## config.mk

```make
export PLATFORM = sky130hd
export DESIGN_NAME = game_countdown_flat
export DESIGN_NICKNAME = d
export VERILOG_FILES = /design/src/rtl/game_countdown_if.sv /design/src/rtl/game_countdown.sv /design/src/flat_wrapper.sv
export SDC_FILE = /design/constraint.sdc
export NUM_CORES = 1
export LEC_CHECK = 0
export ABC_AREA = 1
export CORE_MARGIN = 5
export CORE_UTILIZATION = 60
export CTS_BUF_LIST = sky130_fd_sc_hd__clkbuf_16
export DETAILED_ROUTE_END_ITERATION = 10
export GPL_TIMING_DRIVEN = 0
export PLACE_DENSITY = 0.79
export SLEW_MARGIN = 5
export SYNTH_ARGS = -nofsm -noshare
export SYNTH_HDL_FRONTEND = slang
export SYNTH_SLANG_ARGS = --single-unit
```

## constraint.sdc

```tcl
create_clock -name clk -period 2.1 [get_ports clk]
set_input_delay 0.21 -clock clk [delete_from_list [all_inputs] [get_ports clk]]
set_output_delay 0.21 -clock clk [all_outputs]
set_load 0.02 [all_outputs]
```

## src/rtl/game_countdown_if.sv

```systemverilog
// Control/overlay bundle for the pre-game countdown: frame timing and game
// requests in, the digit and game flags out.
interface game_countdown_if;
    logic       vblnk;
    logic       start;
    logic       game_over;
    logic [2:0] number;
    logic       is_game_on;
    logic       go;
    logic       counting;

    modport master (
        output vblnk, start, game_over,
        input  number, is_game_on, go, counting
    );

    modport slave (
        input  vblnk, start, game_over,
        output number, is_game_on, go, counting
    );
endinterface

```

## src/rtl/game_countdown.sv

```systemverilog
// Pre-game countdown: steps COUNT_START..1 every STEP_CYCLES clocks, then GAME.
// The digit and game flag seen by the overlay only update on a vblnk rising edge.
module game_countdown #(
    parameter int STEP_CYCLES = 65_000_000,
    parameter int COUNT_START = 3
) (
    input  logic             clk,
    input  logic             rst,
    game_countdown_if.slave  bus
);
    localparam int PW = (STEP_CYCLES > 2) ? $clog2(STEP_CYCLES) : 1;
    localparam logic [2:0]    CNT_INIT   = 3'(COUNT_START);
    localparam logic [PW-1:0] PRESC_LAST = PW'(STEP_CYCLES - 1);

    typedef enum logic [1:0] {IDLE, COUNTING, GAME} state_t;

    state_t        state, state_nx;
    logic [2:0]    cnt, cnt_nx;
    logic [PW-1:0] presc, presc_nx;
    logic          vblnk_d, load, tick, go_nx;
    logic [2:0]    number_q;
    logic          is_game_on_q, go_q, counting_q;

    assign tick = (state == COUNTING) && (presc == PRESC_LAST);
    assign load = bus.vblnk & ~vblnk_d;

    // Priority inside COUNTING: game_over, then restart, then tick.
    always_comb begin
        state_nx = state;
        cnt_nx   = cnt;
        presc_nx = presc;
        go_nx    = 1'b0;
        case (state)
            IDLE: begin
                cnt_nx   = CNT_INIT;
                presc_nx = '0;
                if (bus.start) state_nx = COUNTING;
            end
            COUNTING: begin
                if (bus.game_over) begin
                    state_nx = IDLE;
                    cnt_nx   = CNT_INIT;
                    presc_nx = '0;
                end else if (bus.start) begin
                    cnt_nx   = CNT_INIT;
                    presc_nx = '0;
                end else if (tick) begin
                    presc_nx = '0;
                    if (cnt > 3'd1) begin
                        cnt_nx = cnt - 3'd1;
                    end else begin
                        state_nx = GAME;
                        go_nx    = 1'b1;
                    end
                end else begin
                    presc_nx = presc + 1'b1;
                end
            end
            GAME: begin
                presc_nx = '0;
                if (bus.game_over) begin
                    state_nx = IDLE;
                    cnt_nx   = CNT_INIT;
                end
            end
            default: begin
                state_nx = IDLE;
                cnt_nx   = CNT_INIT;
                presc_nx = '0;
            end
        endcase
    end

    // Overlay outputs capture the values being committed on this edge, so a
    // tick coinciding with a vblnk rise is shown immediately.
    always_ff @(posedge clk or negedge rst) begin
        if (!rst) begin
            state        <= IDLE;
            cnt          <= CNT_INIT;
            presc        <= '0;
            vblnk_d      <= 1'b0;
            go_q         <= 1'b0;
            counting_q   <= 1'b0;
            number_q     <= CNT_INIT;
            is_game_on_q <= 1'b0;
        end else begin
            state      <= state_nx;
            cnt        <= cnt_nx;
            presc      <= presc_nx;
            vblnk_d    <= bus.vblnk;
            go_q       <= go_nx;
            counting_q <= (state_nx == COUNTING);
            if (load) begin
                number_q     <= cnt_nx;
                is_game_on_q <= (state_nx == GAME);
            end
        end
    end

    assign bus.number     = number_q;
    assign bus.is_game_on = is_game_on_q;
    assign bus.go         = go_q;
    assign bus.counting   = counting_q;
endmodule

```

## src/flat_wrapper.sv

```systemverilog
// flat-port wrapper written by rule: the top's interface ports become plain ports
module game_countdown_flat 
#(
    parameter int STEP_CYCLES = 65_000_000,
    parameter int COUNT_START = 3
)
  (clk, rst, bus_vblnk, bus_start, bus_game_over, bus_number, bus_is_game_on, bus_go, bus_counting);
  game_countdown_if bus_i ();
  input  logic clk;
  input  logic rst;
  input wire logic [$bits(bus_i.vblnk)-1:0] bus_vblnk;
  input wire logic [$bits(bus_i.start)-1:0] bus_start;
  input wire logic [$bits(bus_i.game_over)-1:0] bus_game_over;
  output wire logic [$bits(bus_i.number)-1:0] bus_number;
  output wire logic [$bits(bus_i.is_game_on)-1:0] bus_is_game_on;
  output wire logic [$bits(bus_i.go)-1:0] bus_go;
  output wire logic [$bits(bus_i.counting)-1:0] bus_counting;
  assign bus_i.vblnk = bus_vblnk;
  assign bus_i.start = bus_start;
  assign bus_i.game_over = bus_game_over;
  assign bus_number = bus_i.number;
  assign bus_is_game_on = bus_i.is_game_on;
  assign bus_go = bus_i.go;
  assign bus_counting = bus_i.counting;
  game_countdown #(.STEP_CYCLES(STEP_CYCLES), .COUNT_START(COUNT_START)) u_core (.clk(clk), .rst(rst), .bus(bus_i));
endmodule
```

Word level (Yosys, flattened, before mapping)

Cells that the tools add are included.

Bits in latches: 0
Bits in read-only memories: 0
Flip-flop bits (word level): 38
Bits in writable memories: 0
Memories: 0

$lt $le $gt $ge: 1
Multiplexer cells: 22
Bitwise logic cells: 2
Shift-type cells: 0
Reductions and logical operators: 2
Equality and inequality tests: 5
Add/subtract/negate cells: 2
Multiply operators: 0
Div/mod/pow operators: 0

Operators by type and width:

| kind                                                           | count |
|---|---|
| 2-to-1 mux 26 bit                                              | 4 |
| adder 26 x 1 -> 26 bit (second input constant)                 | 1 |
| == test 26 bit (second input constant)                         | 1 |
| 2-to-1 mux 3 bit                                               | 5 |
| 2-to-1 mux 2 bit                                               | 6 |
| one-hot mux 2 bit (3 select lines)                             | 1 |
| one-hot mux 3 bit (2 select lines)                             | 1 |
| 2-to-1 mux 1 bit                                               | 5 |
| == test 2 x 1 -> 1 bit (second input constant)                 | 2 |
| == test 2 bit (second input constant)                          | 2 |
| greater-than comparator 3 x 1 -> 1 bit (second input constant) | 1 |
| subtractor 3 x 1 -> 3 bit (second input constant)              | 1 |
| zero test 2 bit                                                | 1 |
| AND 1 bit                                                      | 1 |
| logical AND 1 bit                                              | 1 |
| inverter 1 bit                                                 | 1 |

Logic depth before layout (Yosys ltp)

Gate-level depths: netlist (run 1).

Depth in word-level cells: 7
Gate-level depth with buffers: 13

Worst setup path before layout (run 1)

No wires, ideal clock.

Path kind: reg2reg
From: register u_core.state[1]
To: register u_core.presc[24]
Stages on the path, launching flop included: 13
Data arrival time: 1.500 ns
Required time: 1.981 ns
Path slack: 0.480 ns
Library setup time: 0.119 ns
Path buffers: 1
Path through: dfrtp_1 -> inv_1 -> ha_1 -> nand2_1 -> nor2_1 -> nand2_1 -> nor2_2 -> nand2_1 -> nand2_2 -> inv_2 -> buf_6 -> nand2_1 -> nor2_1

Cells in the longest elaborated chain, start to end: 6

RTL lines:

| element                  | RTL line                                   | text |
|---|---|---|
| start: declaration       | game_countdown.sv:17                       | `state_t state, state_nx;` |
| start signal: assignment | game_countdown.sv:87                       | `state <= state_nx;` |
| == test 2 x 1 -> 1 bit * | game_countdown.sv:24, game_countdown.sv:33 |  |
| logical AND 1 bit        | game_countdown.sv:24                       | `assign tick = (state == COUNTING) && (presc == PRESC_LAST);` |
| 2-to-1 mux 26 bit        | game_countdown.sv:47                       | `end else if (tick) begin` |
| 2-to-1 mux 26 bit        | game_countdown.sv:44                       | `end else if (bus.start) begin` |
| 2-to-1 mux 26 bit        | game_countdown.sv:40                       | `if (bus.game_over) begin` |
| 2-to-1 mux 26 bit *      | game_countdown.sv:33                       | `case (state)` |
| via u_core.presc_nx[24]  | game_countdown.sv:19                       | `logic [PW-1:0] presc, presc_nx;` |
| end signal: assignment   | game_countdown.sv:89                       | `presc <= presc_nx;` |
| end: declaration         | game_countdown.sv:19                       |  |

The timed path passes the listed nets; every way through them passes the cells marked *.
A chain may end at the register's enable or synchronous reset.

Worst setup path in the final report (run 1)

From: register u_core.state[1]
To: register u_core.presc[21]

Same word-level chain as after synthesis.

==> results.md, run 1 <==
* Seq. cell area at 956 um2
* # fillers at 307
* Largest net degree at the start of global routing at 39
* Most frequent cell after synthesis: nand2_1
* Final #Nets at 322
* FMAX at 532 MHz
* Root Buffer: clkbuf_16
* CTS tree: yes
* Startpoint Class: register
* RSZ-0062 raised after global routing: no
* Site Rows at 22
* Cells after Synth at 293
* Post-synth top area cell: dfrtp_1
* Post-synthesis sequential area ratio at 42.3%
* Critical path capture point type: register
* Ant diodes at 0
* Port bufs at 10
* Vias in the first global route at 1863
* CTS H-Tree Depth at 2
* # IOs at 11
* Final setup fails at 0
* Synthesized flop and latch total at 38
* Area fraction of the dominant cell type after synthesis at 37.6%
* Total setup buffers inserted after CTS at 0
* Synthesis-to-finish area growth at 12.9%
* Final Hold Vio Count at 0
* DP HPWL at 3310 um
* Placed cell area at 2420 um2
* CP arrival at 2.04 ns
* Post-Route WL at 4420 um
* EDFF count, synth at 0
* Pwr Density at 758 nW/um2
* Relative slew slack at 43.6%
* Die footprint at 5100 um2
* Wire per inst at 12.3 um
* Worst EP required at 2.26 ns
* Fin crit share at 89.5%
* Die Height at 71.4 um
* CORE AREA at 3660 um2
* Status: finished, final reports clean
* Hold Path Class: in -> async
* Synth top area cells: dfrtp_1, nand2_1, nor2_1
* Final Util at 69.8%
* Pins over their slew limit at 0
* Post-layout min period at 1.88 ns
* Library cells used by synthesis at 38
* Drt via density at 5.19
* Routed Antenna Nets at 0
* Worst skew pair latency at 0.28 ns
* Final setup margin at 0.221 ns
* Yosys synthesis warning count at 0
* Pre-CTS WS at 0.217 ns
* Initial DRC Count at 87
* 1st-pass router iterations at 4
* Peak VDD IR at 642 uV
* Slew @ Worst Pin at 0.845 ns
* First-pass GRT wire length at 8000 um
* Synthesized area at 2260 um2
* Initial antenna violation count at 0
* Routability-driven placement congestion ratio at 0.871
* Commonest cells post-synth: nand2_1, nor2_1, inv_1
* Syn nets at 305
* Critical path peak fanout at 10
* Overflow after GRT at 0
* CTS resizes at 0
* TritonCTS Sinks at 38
* Avg Inst Size Synth at 7.72 um2
* Primary FF master, synth: dfrtp_1
* Die X at 71.4 um
* Max Cap Viol at 0
* Final Power at 0.00194 W
* DRC violations left at 0
* CTS buffer count at 5
* Clock skew at 0.00482 ns
* Via count at 1863
* Setup TNS at 0 ns
* Clk pin slew, worst setup/hold paths at 0.06 ns
* Starting Density at 61.8%
* Ys async rst share at 100%
* Layout Cell Area excl Fill at 2550 um2
* Footprint of the multi-input gates at 1110 um2
* # hold bufs at CTS at 0
* Leakage at 1.24 nW
* Kind of critical path: reg -> reg
* GRT Util Overall at 19.8%
* Maximum clock path buffer count at 2
* Layout cell share with drive strength beyond 1 at 15.1%
area by class of cell:
type / instances / area share (%)
Buffer: 2 / 0.735
Clock buffer: 5 / 4.90
Clock inverter: 3 / 0.490
Inverter: 48 / 7.10
Multi-Input combinational cell: 205 / 43.3
Sequential cell: 38 / 37.4
Tap cell: 48 / 2.35
Timing Repair Buffer: 10 / 3.72
metrics by stage:
stage | hold slack (ns) | instances
6_report | 0.0381 | 359
5_1_grt | 0.110 | 359
4_1_cts | 0.0647 | 359
3_5_place_dp | 0.368 | 351
3_3_place_gp | 0.444 | 351
2_1_floorplan | -0.0856 | 293
state kept, by name (all words and copies together), names as in the netlist:
| signal | cells |
|---|---|
| u_core.bus.go | 1 |
| u_core.bus.counting | 1 |
| u_core.state | 2 |
| u_core.cnt | 3 |
| u_core.presc | 26 |
| u_core.bus.is_game_on | 1 |
| u_core.vblnk_d | 1 |
| u_core.bus.number | 3 |
layout by cell type (no fill, tap or decap), drive strengths merged, types with 8 or more instances in the layout:
cell type,synthesis,final
a21oi,12,12
clkdlybuf4s50,0,9
dfrtp,34,34
inv,46,47
nand2,76,76
nand3,19,19
nand4,8,8
nor2,50,50
nor3,8,8
o21ai,9,9
worst max-delay path, cell delays in order, from the launching register on:
cell and delay (ns):
dfrtp_1 0.42, inv_1 0.10, ha_1 0.25, nand2_1 0.08
nor2_1 0.10, nand2_1 0.07, nor2_2 0.19, nand2_1 0.09
nand2_2 0.15, inv_2 0.07, buf_6 0.15, o21ai_2 0.05
a21oi_1 0.05
where the power goes:
part	leakage, nW	internal (W)	switching [W]	total, W
sequential	0.510	0.000807	0.0000362	0.000843
clock	0.0724	0.000428	0.000273	0.000701
combinational	0.655	0.000147	0.000245	0.000392
total	1.24	0.00138	0.000554	0.00194
routing by layer:
metal	global-route usage (%)	wire length, um
met5	0	0
met4	10.9	142
met3	4.35	177
met2	31.7	2090
met1	24.7	2010
logic make-up (layout without fill, tap and decap cells):
family / count (synthesis) / after routing / share of synthesized area (%)
AO/OA/AOI/OAI: 26 / 26 / 6.91
XOR/XNOR: 5 / 5 / 1.94
adder cells (fa/ha/maj): 7 / 7 / 3.87
buffers and inverters: 50 / 68 / 8.85
flip-flops: 38 / 38 / 42.3
AND/OR/NAND/NOR: 167 / 167 / 36.2
worst paths after layout:
kind	startpoint	end	slack, ns	cells after the start
setup / recovery	u_core.state[1]	u_core.presc[21]	0.22	12
hold / removal	rst	u_core.presc[13]	0.04	1
setup reg to reg	u_core.state[1]	u_core.presc[21]	0.22	12
hold reg to reg	u_core.presc[0]	u_core.presc[0]	0.46	1
max in group asynchronous	rst	u_core.bus.counting	1.53	1
min in group clk	bus_vblnk	u_core.vblnk_d	0.41	1
(Power assumes the default switching activity.)
==> inputs of run 2 (changes only) <==
--- a/config.mk
+++ b/config.mk
@@ -6,12 +6,12 @@
 export NUM_CORES = 1
 export LEC_CHECK = 0
 export ABC_AREA = 1
-export CORE_MARGIN = 5
 export CORE_UTILIZATION = 60
 export CTS_BUF_LIST = sky130_fd_sc_hd__clkbuf_16
 export DETAILED_ROUTE_END_ITERATION = 10
 export GPL_TIMING_DRIVEN = 0
 export PLACE_DENSITY = 0.79
+export SKIP_CTS_REPAIR_TIMING = 1
 export SLEW_MARGIN = 5
 export SYNTH_ARGS = -nofsm -noshare
 export SYNTH_HDL_FRONTEND = slang
==> results.md, run 2 (synthesized netlist as in run 1, its figures left out) <==
* Relative slew slack at 44.9% (+1.3 points)
* Overflow after GRT at 0 (unchanged)
* Status: finished, final reports clean
* R2r setup slk at 0.24 ns (+0.02 ns)
* CTS tree: yes
* Int Pwr at 0.00151 W (+9.4%)
* Most flops, register: u_core.presc
* Slew @ Worst Pin at 0.826 ns (-0.0191 ns)
* Leakage at 1.25 nW (+0.63%)
* Reg2reg end: u_core.presc[25]
* M3 GR Usage at 5.25% (+0.91 points)
* WP buf/inv at 3 (unchanged)
* GRT Util Overall at 25.6% (+5.8 points)
* Drt via density at 5.11 (-1.6%)
* Slowest stage delay, CP at 0.41 ns (about the same)
* Die Height at 63.4 um (-11%)
* Routed Antenna Nets at 0 (unchanged)
* CP arrival at 2.03 ns (about the same)
* Gate power share at 19.5% (-0.7 points)
* Final Util at 74.5% (+4.7 points)
* Final Power at 0.00209 W (+7.7%)
* Crit-path cells: inv_1 > ha_2 > nand2_1 > nor2_1 > nand2_1 > nor2_2 > nand2_1 > nand2_2 > inv_2 > buf_6 > nand2_1 > nor2_1
* TritonCTS Sinks at 38 (unchanged)
* Root Buffer: clkbuf_16
* Clk pin slew, worst setup/hold paths at 0.06 ns (about the same)
* Critical path peak fanout at 10 (unchanged)
* Layout cell share with drive strength beyond 1 at 15.8% (+0.64 points)
* Kind of critical path: reg -> reg
* DP HPWL at 3160 um (-4.7%)
* GR Layer Usage met2 at 44.3% (+13 points)
* Final setup fails at 0 (unchanged)
* Pins over their slew limit at 0 (unchanged)
* Fin crit share at 88.4% (-1.1 points)
* GR Util met1 at 29.9% (+5.2 points)
* Post-Route WL at 4300 um (-2.8%)
* Pwr Density at 807 nW/um2 (+6.5%)
* 1st-pass router iterations at 4 (unchanged)
* Worst reg2reg startpoint: u_core.state[1]
* Final Hold Vio Count at 0 (unchanged)
* Starting Density at 65.2% (+3.4 points)
* CTS H-Tree Depth at 2 (unchanged)
* Number of flip-flops in the largest register at 26 (unchanged)
* Pre-CTS WS at 0.218 ns (+0.00103 ns)
* Die X at 63.4 um (-11%)
* Crit-path leading delay family: simple AND/OR/NAND/NOR gates
* Initial antenna violation count at 0 (unchanged)
* RSZ-0062 raised after global routing: no
* Die footprint at 4020 um2 (-21%)
* DRC violations left at 0 (unchanged)
* Most frequent CP cell: nand2_1
* Ant diodes at 0 (unchanged)
* Largest net degree at the start of global routing at 39 (unchanged)
* Flop pwr share at 40.5% (-3.0 points)
* Via count at 1823 (-2.1%)
* Post-layout min period at 1.86 ns (-0.0235 ns)
* Routability-driven placement congestion ratio at 0.843 (-3.3%)
* Port bufs at 10 (unchanged)
* Most common cell after layout, fill and taps aside: nand2_1
* Switching share of power at 27.6% (-1.1 points)
* Most frequent cells in the layout: nand2_1, nor2_1, inv_1
* Slowest-stage cell, CP: dfrtp_1
* Maximum clock path buffer count at 2 (unchanged)
* Worst-case reg-to-reg path depth at 12 (unchanged)
* Critical path capture point type: register
* Final setup margin at 0.245 ns (+0.0235 ns)
* P_sw at 0.000575 W (+3.7%)
* CORE AREA at 3470 um2 (-5.3%)
* Clock skew at 0.00373 ns (-0.00110 ns)
* Worst skew pair latency at 0.28 ns (about the same)
* First-pass GRT wire length at 7960 um (-0.61%)
* Startpoint Class: register
* Wire per inst at 12.0 um (-2.2%)
* Vias in the first global route at 1887 (+1.3%)
* Peak VDD IR at 635 uV (-1.1%)
* Synthesis-to-finish area growth at 14.2%
* CTS buffer count at 5 (unchanged)
* Max Cap Viol at 0 (unchanged)
* # fillers at 271 (-12%)
* # IOs at 11 (unchanged)
* Site Rows at 21 (-4.5%)
* Initial DRC Count at 87 (unchanged)
* Worst EP required at 2.27 ns (about the same)
* GRT busiest layer: met2
* Clock network fraction of design power at 40.1% (+3.9 points)
* Hold Path Class: in -> async
* FMAX at 539 MHz (+1.3%)
* Final #Nets at 322 (unchanged)
-- run 2: cell types whose count changed in the layout (fill, tap and decap cells not counted) --
cell	change
ha_1	-1
ha_2	+1
bufinv_16	+1
clkinv_2	-1
clkinvlp_4	+1
clkinv_1	-1
-- run 2: worst register-to-register path: stages (launching register included) --
cell and delay (ns):
dfrtp_1 0.41, inv_1 0.10, ha_2 0.24, nand2_1 0.07, nor2_1 0.11, nand2_1 0.07
nor2_2 0.18, nand2_1 0.09, nand2_2 0.14, inv_2 0.07, buf_6 0.15, nand2_1 0.07
nor2_1 0.04
-- run 2: cell type report --
| cell class | instances | area [um2] | share of cell area, % |
|---|---|---|---|
| Timing Repair Buffer | 10 | 95.1 | 3.68 |
| Sequential cell | 38 | 956 | 37.0 |
| Multi-Input combinational cell | 205 | 1110 | 42.9 |
| Tap cell | 46 | 57.6 | 2.23 |
| Clock inverter | 3 | 41.3 | 1.60 |
| Inverter | 48 | 181 | 7.02 |
| Buffer | 2 | 18.8 | 0.726 |
| Clock buffer | 5 | 125 | 4.84 |
-- run 2: routing by layer --
| metal | part of all wire, % | vias to the layer above |
|---|---|---|
| met2 | 49 | 26 |
| met3 | 3.5 | 12 |
| li1 | - | 958 |
| met4 | 2.5 | 0 |
| met5 | 0 | - |
| met1 | 45 | 827 |
-- run 2: how the worst max path moves through the flow --
stage                            end       startpoint  cells past startpoint
2_1_floorplan       u_core.presc[24]  u_core.state[1]                     12
3_3_place_gp   u_core.bus.is_game_on              rst                      1
3_5_place_dp        u_core.presc[21]  u_core.state[1]                     12
4_1_cts             u_core.presc[25]  u_core.state[1]                     12
5_1_grt             u_core.presc[14]  u_core.state[1]                     12
6_report            u_core.presc[25]  u_core.state[1]                     12
-- run 2: power by group through the flow --
stage	sequential (W)	combinational, W	clock (W)
3_5_place_dp	0.000857	0.000396	0
4_1_cts	0.000844	0.000406	0.000856
2_1_floorplan	0.000879	0.000243	0
6_report	0.000844	0.000406	0.000836
5_1_grt	0.000850	0.000462	0.000886
3_3_place_gp	0.000854	0.000389	0
-- run 2: stage by stage --
step	setup TNS, ns	hold slack (ns)	cell area, um2	cells
floorplan	0	-0.0856	2260	293
global placement	-2.28	0.441	2420	349
detailed placement	0	0.357	2410	349
CTS	0	0.0637	2580	357
global route	0	0.113	2580	357
finish	0	0.0272	2580	357
